==> src/rtl/lsu_pkg.sv <==
// Shared types, opcode/cause constants and lane helpers for the load/store unit.
package lsu_pkg;

    localparam int unsigned XLEN = 32;
    localparam int unsigned BE_W = XLEN / 8;

    typedef enum logic [2:0] {
        ST_IDLE = 3'd0,
        ST_REQ  = 3'd1,
        ST_WAIT = 3'd2,
        ST_RESP = 3'd3,
        ST_TRAP = 3'd4
    } lsu_state_e;

    localparam logic [2:0] F3_LB  = 3'b000;
    localparam logic [2:0] F3_LH  = 3'b001;
    localparam logic [2:0] F3_LW  = 3'b010;
    localparam logic [2:0] F3_LBU = 3'b100;
    localparam logic [2:0] F3_LHU = 3'b101;
    localparam logic [2:0] F3_SB  = 3'b000;
    localparam logic [2:0] F3_SH  = 3'b001;
    localparam logic [2:0] F3_SW  = 3'b010;

    localparam logic [3:0] CAUSE_ILLEGAL     = 4'd2;
    localparam logic [3:0] CAUSE_LD_MISALIGN = 4'd4;
    localparam logic [3:0] CAUSE_LD_FAULT    = 4'd5;
    localparam logic [3:0] CAUSE_ST_MISALIGN = 4'd6;
    localparam logic [3:0] CAUSE_ST_FAULT    = 4'd7;

    // Payload presented on the data-memory request port.
    typedef struct packed {
        logic            we;
        logic [XLEN-1:0] addr;
        logic [BE_W-1:0] be;
        logic [XLEN-1:0] wdata;
    } mem_cmd_t;

    function automatic logic access_illegal(input logic is_store, input logic [2:0] f3);
        if (is_store) begin
            return (f3 > F3_SW);
        end
        return (f3 == 3'b011) || (f3 == 3'b110) || (f3 == 3'b111);
    endfunction

    function automatic logic access_misaligned(input logic [2:0] f3, input logic [1:0] off);
        return ((f3[1:0] == 2'b01) && off[0]) || ((f3[1:0] == 2'b10) && (off != 2'b00));
    endfunction

    function automatic logic [BE_W-1:0] lane_be(input logic [2:0] f3, input logic [1:0] off);
        case (f3[1:0])
            2'b00:   return 4'b0001 << off;
            2'b01:   return 4'b0011 << {off[1], 1'b0};
            default: return 4'b1111;
        endcase
    endfunction

    function automatic logic [XLEN-1:0] lane_wdata(input logic [2:0] f3, input logic [XLEN-1:0] d);
        case (f3[1:0])
            2'b00:   return {4{d[7:0]}};
            2'b01:   return {2{d[15:0]}};
            default: return d;
        endcase
    endfunction

endpackage

==> src/rtl/lsu_load_extend.sv <==
// Load-path lane extraction: shifts the addressed bytes down and sign/zero extends.
module load_extend
    import lsu_pkg::*;
(
    input  logic [XLEN-1:0] rdata_i,
    input  logic [1:0]      off_i,
    input  logic [2:0]      funct3_i,
    output logic [XLEN-1:0] data_o
);

    logic [XLEN-1:0] shifted;

    assign shifted = rdata_i >> {off_i, 3'b000};

    always_comb begin
        data_o = shifted;
        case (funct3_i)
            F3_LB:   data_o = {{24{shifted[7]}}, shifted[7:0]};
            F3_LH:   data_o = {{16{shifted[15]}}, shifted[15:0]};
            F3_LW:   data_o = rdata_i;
            F3_LBU:  data_o = {24'd0, shifted[7:0]};
            F3_LHU:  data_o = {16'd0, shifted[15:0]};
            default: data_o = shifted;
        endcase
    end

endmodule

==> src/rtl/lsu.sv <==
// RV32I load/store unit: one access per request over a req/gnt/rvalid data port.
// Define LSU_ACCESS_FAULT_EN to add the mem_err input and access-fault traps.
module lsu
    import lsu_pkg::*;
(
    input  logic            clk,
    input  logic            rst_n,
    input  logic            ex_valid,
    output logic            ex_ready,
    input  logic            is_store,
    input  logic [2:0]      funct3,
    input  logic [XLEN-1:0] addr,
    input  logic [XLEN-1:0] wdata,
    output logic            mem_req,
    output logic            mem_we,
    output logic [XLEN-1:0] mem_addr,
    output logic [BE_W-1:0] mem_be,
    output logic [XLEN-1:0] mem_wdata,
    input  logic            mem_gnt,
    input  logic            mem_rvalid,
    input  logic [XLEN-1:0] mem_rdata,
`ifdef LSU_ACCESS_FAULT_EN
    input  logic            mem_err,
`endif
    output logic            resp_valid,
    output logic [XLEN-1:0] resp_data,
    output logic            trap,
    output logic [3:0]      trap_cause,
    output logic [XLEN-1:0] trap_tval
);

    lsu_state_e      state_q, state_d;
    logic            is_store_q, is_store_d;
    logic [2:0]      funct3_q, funct3_d;
    logic [XLEN-1:0] addr_q, addr_d;
    mem_cmd_t        cmd_q, cmd_d;
    logic            ex_ready_q, ex_ready_d;
    logic            mem_req_q, mem_req_d;
    logic            resp_valid_q, resp_valid_d;
    logic [XLEN-1:0] resp_data_q, resp_data_d;
    logic            trap_q, trap_d;
    logic [3:0]      trap_cause_q, trap_cause_d;
    logic [XLEN-1:0] trap_tval_q, trap_tval_d;
    logic [XLEN-1:0] ext_data;
    logic            fault_c;

`ifdef LSU_ACCESS_FAULT_EN
    assign fault_c = mem_err;
`else
    assign fault_c = 1'b0;
`endif

    load_extend u_load_extend (
        .rdata_i  (mem_rdata),
        .off_i    (addr_q[1:0]),
        .funct3_i (funct3_q),
        .data_o   (ext_data)
    );

    // Next-state and registered-output decode.
    always_comb begin
        state_d      = state_q;
        is_store_d   = is_store_q;
        funct3_d     = funct3_q;
        addr_d       = addr_q;
        cmd_d        = cmd_q;
        resp_data_d  = resp_data_q;
        trap_cause_d = trap_cause_q;
        trap_tval_d  = trap_tval_q;

        case (state_q)
            ST_IDLE: begin
                if (ex_valid) begin
                    is_store_d = is_store;
                    funct3_d   = funct3;
                    addr_d     = addr;
                    if (access_illegal(is_store, funct3)) begin
                        state_d      = ST_TRAP;
                        trap_cause_d = CAUSE_ILLEGAL;
                        trap_tval_d  = '0;
                    end else if (access_misaligned(funct3, addr[1:0])) begin
                        state_d      = ST_TRAP;
                        trap_cause_d = is_store ? CAUSE_ST_MISALIGN : CAUSE_LD_MISALIGN;
                        trap_tval_d  = addr;
                    end else begin
                        state_d     = ST_REQ;
                        cmd_d.we    = is_store;
                        cmd_d.addr  = {addr[XLEN-1:2], 2'b00};
                        cmd_d.be    = lane_be(funct3, addr[1:0]);
                        cmd_d.wdata = is_store ? lane_wdata(funct3, wdata) : '0;
                    end
                end
            end
            ST_REQ: begin
                if (mem_gnt) begin
                    if (!is_store_q) begin
                        state_d = ST_WAIT;
                    end else if (fault_c) begin
                        state_d      = ST_TRAP;
                        trap_cause_d = CAUSE_ST_FAULT;
                        trap_tval_d  = addr_q;
                    end else begin
                        state_d     = ST_RESP;
                        resp_data_d = '0;
                    end
                end
            end
            ST_WAIT: begin
                if (mem_rvalid) begin
                    if (fault_c) begin
                        state_d      = ST_TRAP;
                        trap_cause_d = CAUSE_LD_FAULT;
                        trap_tval_d  = addr_q;
                    end else begin
                        state_d     = ST_RESP;
                        resp_data_d = ext_data;
                    end
                end
            end
            ST_RESP, ST_TRAP: state_d = ST_IDLE;
            default:          state_d = ST_IDLE;
        endcase

        ex_ready_d   = (state_d == ST_IDLE);
        mem_req_d    = (state_d == ST_REQ);
        resp_valid_d = (state_d == ST_RESP);
        trap_d       = (state_d == ST_TRAP);
    end

    always_ff @(posedge clk or negedge rst_n) begin
        if (!rst_n) begin
            state_q      <= ST_IDLE;
            is_store_q   <= 1'b0;
            funct3_q     <= '0;
            addr_q       <= '0;
            cmd_q        <= '0;
            ex_ready_q   <= 1'b1;
            mem_req_q    <= 1'b0;
            resp_valid_q <= 1'b0;
            resp_data_q  <= '0;
            trap_q       <= 1'b0;
            trap_cause_q <= '0;
            trap_tval_q  <= '0;
        end else begin
            state_q      <= state_d;
            is_store_q   <= is_store_d;
            funct3_q     <= funct3_d;
            addr_q       <= addr_d;
            cmd_q        <= cmd_d;
            ex_ready_q   <= ex_ready_d;
            mem_req_q    <= mem_req_d;
            resp_valid_q <= resp_valid_d;
            resp_data_q  <= resp_data_d;
            trap_q       <= trap_d;
            trap_cause_q <= trap_cause_d;
            trap_tval_q  <= trap_tval_d;
        end
    end

    assign ex_ready   = ex_ready_q;
    assign mem_req    = mem_req_q;
    assign mem_we     = cmd_q.we;
    assign mem_addr   = cmd_q.addr;
    assign mem_be     = cmd_q.be;
    assign mem_wdata  = cmd_q.wdata;
    assign resp_valid = resp_valid_q;
    assign resp_data  = resp_data_q;
    assign trap       = trap_q;
    assign trap_cause = trap_cause_q;
    assign trap_tval  = trap_tval_q;

endmodule

==> config.mk <==
export PLATFORM = sky130hd
export DESIGN_NAME = lsu
export DESIGN_NICKNAME = d
export VERILOG_FILES = /design/src/rtl/lsu_pkg.sv /design/src/rtl/lsu_load_extend.sv /design/src/rtl/lsu.sv
export SDC_FILE = /design/constraint.sdc
export NUM_CORES = 1
export LEC_CHECK = 0
export BUFFER_PORTS_ARGS = -buffer_cell sky130_fd_sc_hd__buf_2
export CORE_ASPECT_RATIO = 0.8
export CORE_MARGIN = 8
export CORE_UTILIZATION = 45
export DETAILED_ROUTE_END_ITERATION = 8
export GPL_ROUTABILITY_DRIVEN = 0
export PLACE_DENSITY = 0.85
export SYNTH_ARGS = -nofsm -noshare
export SYNTH_HDL_FRONTEND = slang
export SYNTH_SLANG_ARGS = --single-unit
==> constraint.sdc <==
create_clock -name clk -period 2.05 [get_ports clk]
set_input_delay 0.205 -clock clk [delete_from_list [all_inputs] [get_ports clk]]
set_output_delay 0.205 -clock clk [all_outputs]
set_load 0.05 [all_outputs]
* Yosys cells after proc, flatten, opt, wreduce, memory -nomap -nowiden
Index checks and enable logic that the tools add are counted.
Storage, ports and cells: word-level logic and storage cells 81, output and inout port bits 141, flip-flop bits (word level) 148, input bits 105
Operators by class: shift-type cells 3, eq/ne operators 17, order comparisons 1, bitwise operators 2, reduce and logical (&&, ||, !) cells 16, muxes and demuxes 27
Operators with widths (count):
- two-way mux 32 bit | 6
- case mux 32 bit (5 select lines) | 1
- case mux 32 bit (2 select lines) | 2
- right shift 32 x 5 -> 32 bit | 1
- == test 3 bit, second input constant | 5
- two-way mux 3 bit | 5
- == test 3 x 2 -> 1 bit, second input constant | 4
- == test 3 x 1 -> 1 bit, second input constant | 3
- logical NOT 3 bit | 3
- case mux 3 bit (3 select lines) | 1
- two-way mux 1 bit | 8
- two-way mux 4 bit | 2
- case mux 4 bit (2 select lines) | 1
- AND reduction 4 bit | 2
- inequality test 2 bit, second input constant | 3
- nonzero test 2 bit | 3
- left shift 1 x 2 -> 4 bit, first input constant | 1
- left shift 2 x 2 -> 4 bit, first input constant | 1
- greater-than comparator 3 x 2 -> 1 bit, second input constant | 1
- logical OR 1 bit | 3
- AND reduction 3 bit | 1
- == test 2 x 1 -> 1 bit, second input constant | 1
- == test 2 bit, second input constant | 1
- logical AND 1 bit | 2
- other kinds (4) | 5

* Longest topological paths before layout
Gate-level depths: netlist of the first run.
depth in word-level cells 10, mapped depth 7

* Cells and area by module
A second synthesis of the first run with hierarchy kept.
Second synthesis, totals: cell total of the unflattened synthesis 701, area, all modules 7634.8 um^2
Modules (own cells, without submodules):
- lsu | instances 1, cells an instance 572, area each 6697.7 um^2, sequential area each 3654.8 um^2
- load_extend | instances 1, cells an instance 129, area each 937.1 um^2, sequential area each 0.0 um^2

* Worst setup path after synthesis of the first run
No wires, ideal clock.
path kind register -> register, start register state_q[1], end register trap_cause_q[2], in the netlist trap_cause[2], stages on the path, launching flop included 6, slack 295 ps, period minus slack after synthesis 1755 ps, data arrival time 1631 ps, cell sequence dfrtp_1 -> nor4b_4 -> buf_6 -> nor3b_4 -> buf_6 -> mux2_2
Between the ends: cells in the longest elaborated chain, start to end 2
Ends and longest elaborated chain:
- from (decl) | RTL line lsu.sv:32 | lsu_state_e state_q, state_d;
- from (signal assigned) | RTL line lsu.sv:145 | state_q <= state_d;
- logical NOT 3 bit | RTL line lsu.sv:71 | case (state_q)
- AND reduction 3 bit (no source line)
- to (signal assigned) | RTL line lsu.sv:155 | trap_cause_q <= trap_cause_d;
- to (decl) | RTL line lsu.sv:42 | logic [3:0] trap_cause_q, trap_cause_d;
No other way between the ends. A chain may end at the register's enable or synchronous reset.

* Worst setup path in the final report of the first run
start register funct3_q[0], end register resp_data_q[22], in the netlist resp_data[22]
Between the ends: cells in the longest elaborated chain, start to end 4, elaborated cells on any way between the ends 8, classes of those cells eq/ne: 4; mux: 3; reduce/logical: 1
Ends and longest elaborated chain:
- from (decl) | RTL line lsu.sv:34 | logic [2:0] funct3_q, funct3_d;
- from (signal assigned) | RTL line lsu.sv:147 | funct3_q <= funct3_d;
- == test 3 bit, or another cell as far along | RTL line lsu_load_extend.sv:17 | case (funct3_i)
- case mux 32 bit (5 select lines) (*) | RTL line lsu_load_extend.sv:17
- two-way mux 32 bit (*) | RTL line lsu.sv:109 | if (mem_rvalid) begin
- case mux 32 bit (2 select lines) (*) | RTL line lsu.sv:71
- to (signal assigned) | RTL line lsu.sv:153 | resp_data_q <= resp_data_d;
- to (decl) | RTL line lsu.sv:40 | logic [XLEN-1:0] resp_data_q, resp_data_d;
Mark *: on every way between the ends. The rest lies on a longest branch, timed or not. The select of a mux whose other input is x is not followed.

==> results.sh, run 1 <==
export IMPL_power_internal_mw=8.78
export IMPL_final_max_slew_violation_count=0
export IMPL_p_leak_nw=4.66
export IMPL_num_rows=40
export IMPL_slowest_stage="dfrtp_1"
export IMPL_syn_area_um2=7010
export IMPL_clockRootBuffer="clkbuf_16"
export IMPL_crit_chain="mux2i_1 -> a22oi_1 -> a31oi_1 -> o31ai_1"
export IMPL_grt_use_met1_pct=26.4
export IMPL_slowest_delay_ns=0.63
export IMPL_syn_inst=678
export IMPL_crit_fanout=13
export IMPL_fin_total_pwr_mw=18.0
export IMPL_design_area_um2=9150
export IMPL_drt_first_pass_iters=5
export IMPL_io_pins=246
export IMPL_synthMuxAreaShare_pct=12.4
export IMPL_yosysUniqueCellTypes=49
export IMPL_post_route_min_period_ns=1.89
export IMPL_place_area_um2=8520
export IMPL_fin_nets=1018
export IMPL_cts_tree="built"
export IMPL_synth_compound_area_share_pct=17.0
export IMPL_ys_warn_count=0
export IMPL_status="complete, no violations"
export IMPL_clk_pin_slew_ns=0.06
export IMPL_layout_cells_non_filler=1136
export IMPL_antenna_found_initial=0
export IMPL_synthFlopType="dfrtp_1"
export IMPL_postRouteAntennaNets=0
export IMPL_period_share_pct=92.0
export IMPL_use_met3_pct=9.20
export IMPL_coreArea_um2=15100
export IMPL_postSynthAreaPerCell_um2=10.3
export IMPL_htree_levels=4
export IMPL_cts_sinks=146
export IMPL_tightestPinTransition_ns=0.698
export IMPL_rsz0062_at_grt="false"
export IMPL_initial_core_util_pct=46.3
export IMPL_start_kind="flip-flop"
export IMPL_wirelength_um=21500
export IMPL_worst_setup_path_type="flip-flop to flip-flop"
export IMPL_synth_xor_area_share_pct=0
export IMPL_cap_violations=0
export IMPL_p_sw_mw=9.24
export IMPL_synth_simple_area_share_pct=12.3
export IMPL_max_slew_margin_pct=53.2
export IMPL_power_share_sequential_pct=27.9
export IMPL_grt_pass1_wl_um=33700
export IMPL_grt_pass1_vias=6369
export IMPL_clkLatencyLatePin_ns=0.41
export IMPL_finClkSkew_ns=0.00802
export IMPL_post_route_util_pct=60.5
export IMPL_grt_use_total_pct=21.4
export IMPL_combPwrFrac_pct=54.2
export IMPL_power_density_nw_per_um2=1970
export IMPL_busiest_layer="met2"
export IMPL_cts_buffer_depth=2
export IMPL_final_layout_size_suffix_gt1_share_pct=38.1
export IMPL_io_buffers=241
export IMPL_synth_seq_cells=146
export IMPL_switching_share_pct=51.3
export IMPL_die_h_um=128
export IMPL_synth_fa_ha_area_share_pct=0
export IMPL_drt_initial_drc_count=468
export IMPL_cts_buffers=17
export IMPL_fmax_ghz=0.530
export IMPL_cp_top_family="compound AO/OA/AOI/OAI gates"
export IMPL_place_inst=1103
export IMPL_synth_seq_area_share_pct=52.2
export IMPL_setup_viol=0
export IMPL_synth_top_family_by_area="compound AO/OA/AOI/OAI gates"
export IMPL_die_area_um2=19800
export IMPL_num_vias=6166
export IMPL_grt_max_degree=91
export IMPL_n_antenna_cell=0
export IMPL_hold_viol_final=0
export IMPL_hold_class="input pin to flip-flop"
export IMPL_grt_overflow=0
export IMPL_cp_end_kind="flip-flop"
export IMPL_use_met2_pct=33.9
export IMPL_dp_hpwl_um=15900
export IMPL_drc=0
export IMPL_ys_async_sr_fraction_pct=100
export IMPL_die_w_um=155
export IMPL_critPathBufInv=0
export IMPL_clkPwrFrac_pct=17.9
export IMPL_vias_per_cell=5.43
export IMPL_ir_drop_v=0.00128
export IMPL_wire_per_inst_um=18.9
export IMPL_synth_edf_count=0
export IMPL_setup_tns_ns=0
export IMPL_worst_ep_required_time_ns=2.32
export IMPL_cts_setup_buffers=0
export IMPL_worstPathArrival_ns=2.15
export IMPL_area_delta_synth_final_pct=30.6
==> state kept, by name, summed over array words and instances, names as in the netlist <==
name        count
addr_q          2
ex_ready        1
funct3_q        3
is_store_q      1
mem_addr       30
mem_be          4
mem_req         1
mem_wdata      32
mem_we          1
resp_data      32
resp_valid      1
state_q         3
trap            1
trap_cause      2
trap_tval      32
==> cells in the mapped netlist, types with 3 or more instances <==
master,count,area (um^2)
nor2b_1,11,68.8
clkbuf_1,27,101
mux2_2,39,439
a221o_1,8,80.1
a22o_1,14,123
nand2b_1,3,18.8
nand3_1,40,200
mux2i_1,37,370
buf_6,3,33.8
dfrtp_1,145,3630
o221ai_1,7,61.3
nand2_1,96,360
a21o_1,3,22.5
buf_2,22,110
a31oi_1,11,68.8
o21ai_0,70,350
nor2_1,17,63.8
mux2_1,3,33.8
o211a_1,8,80.1
a21oi_1,4,20.0
o31ai_1,24,180
buf_4,5,37.5
a22oi_1,8,60.1
inv_1,38,143
o21a_1,7,52.6
==> kinds of logic after synthesis <==
group	after synthesis
DFF	146
buffers and inverters	96
AOI/OAI and AO/OA	175
muxes	80
and+or+nand+nor	180
other	1
==> per-stage QoR <==
stage	setup WS [ns]	hold WS, ns
6_report	0.163	0.0309
4_1_cts	0.126	0.0165
5_1_grt	0.00796	0.0178
3_5_place_dp	0.168	0.180
2_1_floorplan	0.295	-0.0906
3_3_place_gp	0.272	0.176
==> worst min-delay path: cells and delay by family <==
kind | cells | cell delay [ns]
AOI/OAI and AO/OA | 1 | 0.06
buffers and inverters | 1 | 0.09
and+or+nand+nor | 1 | 0.05
==> power by group through the flow <==
stage	logic [mW]	clock network (mW)	registers, mW
2_1_floorplan	2.91	0	9.29
3_3_place_gp	9.64	0	4.97
3_5_place_dp	9.77	0	5.04
4_1_cts	9.80	3.28	5.02
5_1_grt	10.3	3.41	5.18
6_report	9.76	3.23	5.03
==> per-layer routing <==
| layer | share of wire [%] | vias to the layer above |
|---|---|---|
| met2 | 47 | 299 |
| met5 | 0 | - |
| met4 | 1.5 | 0 |
| li1 | - | 2858 |
| met3 | 11 | 29 |
| met1 | 41 | 2980 |
==> path summary, 6_finish.rpt <==
check	start	to	slack, ns	depth (start not counted)
setup / recovery	funct3_q[0]	resp_data[22]	0.16	4
hold / removal	addr[31]	trap_tval[31]	0.03	3
setup reg to reg	funct3_q[0]	resp_data[22]	0.16	4
hold reg to reg	mem_wdata[22]	mem_wdata[22]	0.47	2
max in group asynchronous	rst_n	ex_ready	1.06	3
min in group asynchronous	rst_n	trap_tval[28]	0.30	2
==> area by class of cell <==
type,count,area (um^2)
multi-input combinational,439,2950
inverter,39,146
clock inverter,15,191
tap,210,263
fill,1271,5970
clock buffer,17,425
sequential,146,3650
timing repair buffer,270,1520
==> placed cells by master, fill, tap and decap left out, types with 2 or more instances in the layout <==
cell type / instances
a21o_1: 3
a21oi_1: 4
a221o_1: 8
a22o_1: 14
a22oi_1: 8
a31oi_1: 11
buf_12: 7
buf_2: 240
buf_4: 21
bufinv_16: 3
clkbuf_16: 17
clkinvlp_4: 2
conb_1: 4
dfrtp_1: 145
inv_1: 38
inv_6: 7
mux2_1: 3
mux2_2: 39
mux2i_1: 37
nand2_1: 96
nand2b_1: 3
nand3_1: 40
nand4b_1: 2
nor2_1: 16
nor2b_1: 11
nor3b_1: 2
o211a_1: 8
o21a_1: 7
o21ai_0: 70
o21ai_1: 2
o221ai_1: 7
o31ai_1: 24
==> timing repair <==
action | CTS | global route
gates resized for setup | 0 | 1
hold endpoints to repair | 48 | 0
setup endpoints to repair | 0 | 8
hold buffers | 1 | 0
Note: power is estimated with default switching activity, not from simulation.
==> run 2: changes to the inputs <==
CORE_UTILIZATION = 39   (was 45)
PLACE_DENSITY = 0.68   (was 0.85)
==> results.sh, run 2 (synthesized netlist as in run 1, its figures left out) <==
export IMPL_die_area_um2=22500
export IMPL_period_share_pct=89.3
export IMPL_p_sw_mw=9.13
export IMPL_drt_initial_drc_count=523
export IMPL_crit_fanout=40
export IMPL_grt_use_total_pct=19.4
export IMPL_power_internal_mw=8.63
export IMPL_power_share_sequential_pct=28.4
export IMPL_finClkSkew_ns=0.0119
export IMPL_final_cell_mix="buf_2 (240), dfrtp_1 (145), nand2_1 (96)"
export IMPL_initial_core_util_pct=39.2
export IMPL_io_pins=246
export IMPL_cap_violations=0
export IMPL_cts_tree="built"
export IMPL_cp_end_kind="flip-flop"
export IMPL_worst_setup_path_type="flip-flop to flip-flop"
export IMPL_ctsHoldBuffers=1
export IMPL_power_density_nw_per_um2=1940
export IMPL_cts_buffer_depth=2
export IMPL_critPathBufInv=1
export IMPL_critPathLaunch="state_q[1]"
export IMPL_place_area_um2=8560
export IMPL_io_buffers=241
export IMPL_wirelength_um=22000
export IMPL_post_route_min_period_ns=1.83
export IMPL_setup_tns_ns=0
export IMPL_cts_setup_buffers=0
export IMPL_clockRootBuffer="clkbuf_16"
export IMPL_setup_viol=0
export IMPL_vias_per_cell=5.21
export IMPL_cp_top_family="compound AO/OA/AOI/OAI gates"
export IMPL_grt_pass1_vias=6221
export IMPL_postRouteAntennaNets=0
export IMPL_slowest_stage="dfrtp_1"
export IMPL_drt_first_pass_iters=7
export IMPL_rsz0062_at_grt="false"
export IMPL_post_route_util_pct=51.1
export IMPL_area_delta_synth_final_pct=30.5
export IMPL_status="complete, no violations"
export IMPL_n_antenna_cell=0
export IMPL_worst_ep_required_time_ns=2.34
export IMPL_switching_share_pct=51.4
export IMPL_design_area_um2=9140
export IMPL_clkPwrFrac_pct=17.1
export IMPL_crit_cells=4
export IMPL_cts_buffers=17
export IMPL_p_leak_nw=4.64
export IMPL_die_w_um=166
export IMPL_clk_pin_slew_ns=0.07
export IMPL_final_common_cell="buf_2"
export IMPL_combPwrFrac_pct=54.5
export IMPL_hold_viol_final=0
export IMPL_reg2reg_to="mem_wdata[15]"
export IMPL_place_inst=1127
export IMPL_grt_max_degree=51
export IMPL_htree_levels=4
export IMPL_cts_sinks=146
export IMPL_drc=0
export IMPL_max_slew_margin_pct=50.8
export IMPL_hold_class="input pin to flip-flop"
export IMPL_wire_per_inst_um=19.0
export IMPL_antenna_found_initial=0
export IMPL_reg2regPathDepth=4
export IMPL_clkLatencyLatePin_ns=0.41
export IMPL_grt_pass1_wl_um=34700
export IMPL_hold_slack_ns=0.0304
export IMPL_crit_chain="nor4b_4 -> o21ai_4 -> buf_4 -> o31ai_1"
export IMPL_dp_hpwl_um=16400
export IMPL_fin_nets=1022
export IMPL_worstPathArrival_ns=2.12
export IMPL_coreArea_um2=17900
export IMPL_fmax_ghz=0.546
export IMPL_regToRegSetupSlack_ns=0.22
export IMPL_cts_resized=0
export IMPL_worst_r2r_startpoint="state_q[1]"
export IMPL_num_rows=44
export IMPL_final_max_slew_violation_count=0
export IMPL_grt_overflow=0
export IMPL_num_vias=6042
export IMPL_ir_drop_v=0.00120
export IMPL_die_h_um=136
export IMPL_start_kind="flip-flop"
export IMPL_endpoint="mem_wdata[15]"
export IMPL_slowest_delay_ns=0.45
export IMPL_layout_cells_non_filler=1159
export IMPL_tightestPinTransition_ns=0.735
export IMPL_final_layout_size_suffix_gt1_share_pct=37.9
## run 2: changes by cell type in the layout (fill, tap and decap cells not counted)
cell,previous run,this run
clkbuf_1,0,3
clkinv_4,1,3
inv_6,7,2
buf_12,7,6
nor2_1,16,17
clkinvlp_4,2,3
nor2_2,1,0
bufinv_16,3,2
buf_4,21,26
inv_8,1,0
## run 2: power by group through the flow
stage	Clock (mW)	Sequential [mW]	Combinational, mW
2_1_floorplan	0	9.29	2.91
3_3_place_gp	0	5.04	9.64
3_5_place_dp	0	5.07	9.72
4_1_cts	3.13	5.06	9.73
5_1_grt	3.23	5.23	10.3
6_report	3.04	5.05	9.68
## run 2: worst min path at each step
stage | from | to | slack [ns] | cells after the start
6_report | addr[3] | trap_tval[3] | 0.03 | 3
3_5_place_dp | rst_n | mem_addr[23] | 0.14 | 1
2_1_floorplan | rst_n | addr_q[0] | -0.09 | 0
3_3_place_gp | rst_n | mem_addr[23] | 0.14 | 1
4_1_cts | addr[15] | trap_tval[15] | 0.008 | 3
5_1_grt | addr[2] | mem_addr[2] | 0.02 | 2
## run 2: tightest hold or removal path: stages
cell and delay [ns]:
buf_2 0.09, nand3_1 0.05, o21ai_0 0.07
## run 2: stage by stage
step / power, mW / setup WS [ns]
2_1_floorplan: 12.2 / 0.295
3_3_place_gp: 14.7 / 0.296
3_5_place_dp: 14.8 / 0.226
4_1_cts: 17.9 / 0.221
5_1_grt: 18.7 / 0.0884
6_report: 17.8 / 0.220
## run 2: per-layer routing
layer / up-vias / wire (um) / share of wire [%] / track usage (%)
met5: - / 0 / 0 / 0
met4: 0 / 120 / 0.55 / 4.63
met3: 11 / 1840 / 8.4 / 6.85
met2: 228 / 10100 / 46 / 30.0
met1: 2930 / 9950 / 45 / 25.8
li1: 2873 / - / - / -
## run 2: final cells by class
type | instances | area, um^2
flip-flops and latches | 146 | 3650
fillers | 1653 | 8750
inverters | 39 | 146
well taps | 230 | 288
multi-input cells | 439 | 2940
repair buffers | 274 | 1540
clock inverters | 11 | 131
clock buffers | 20 | 437
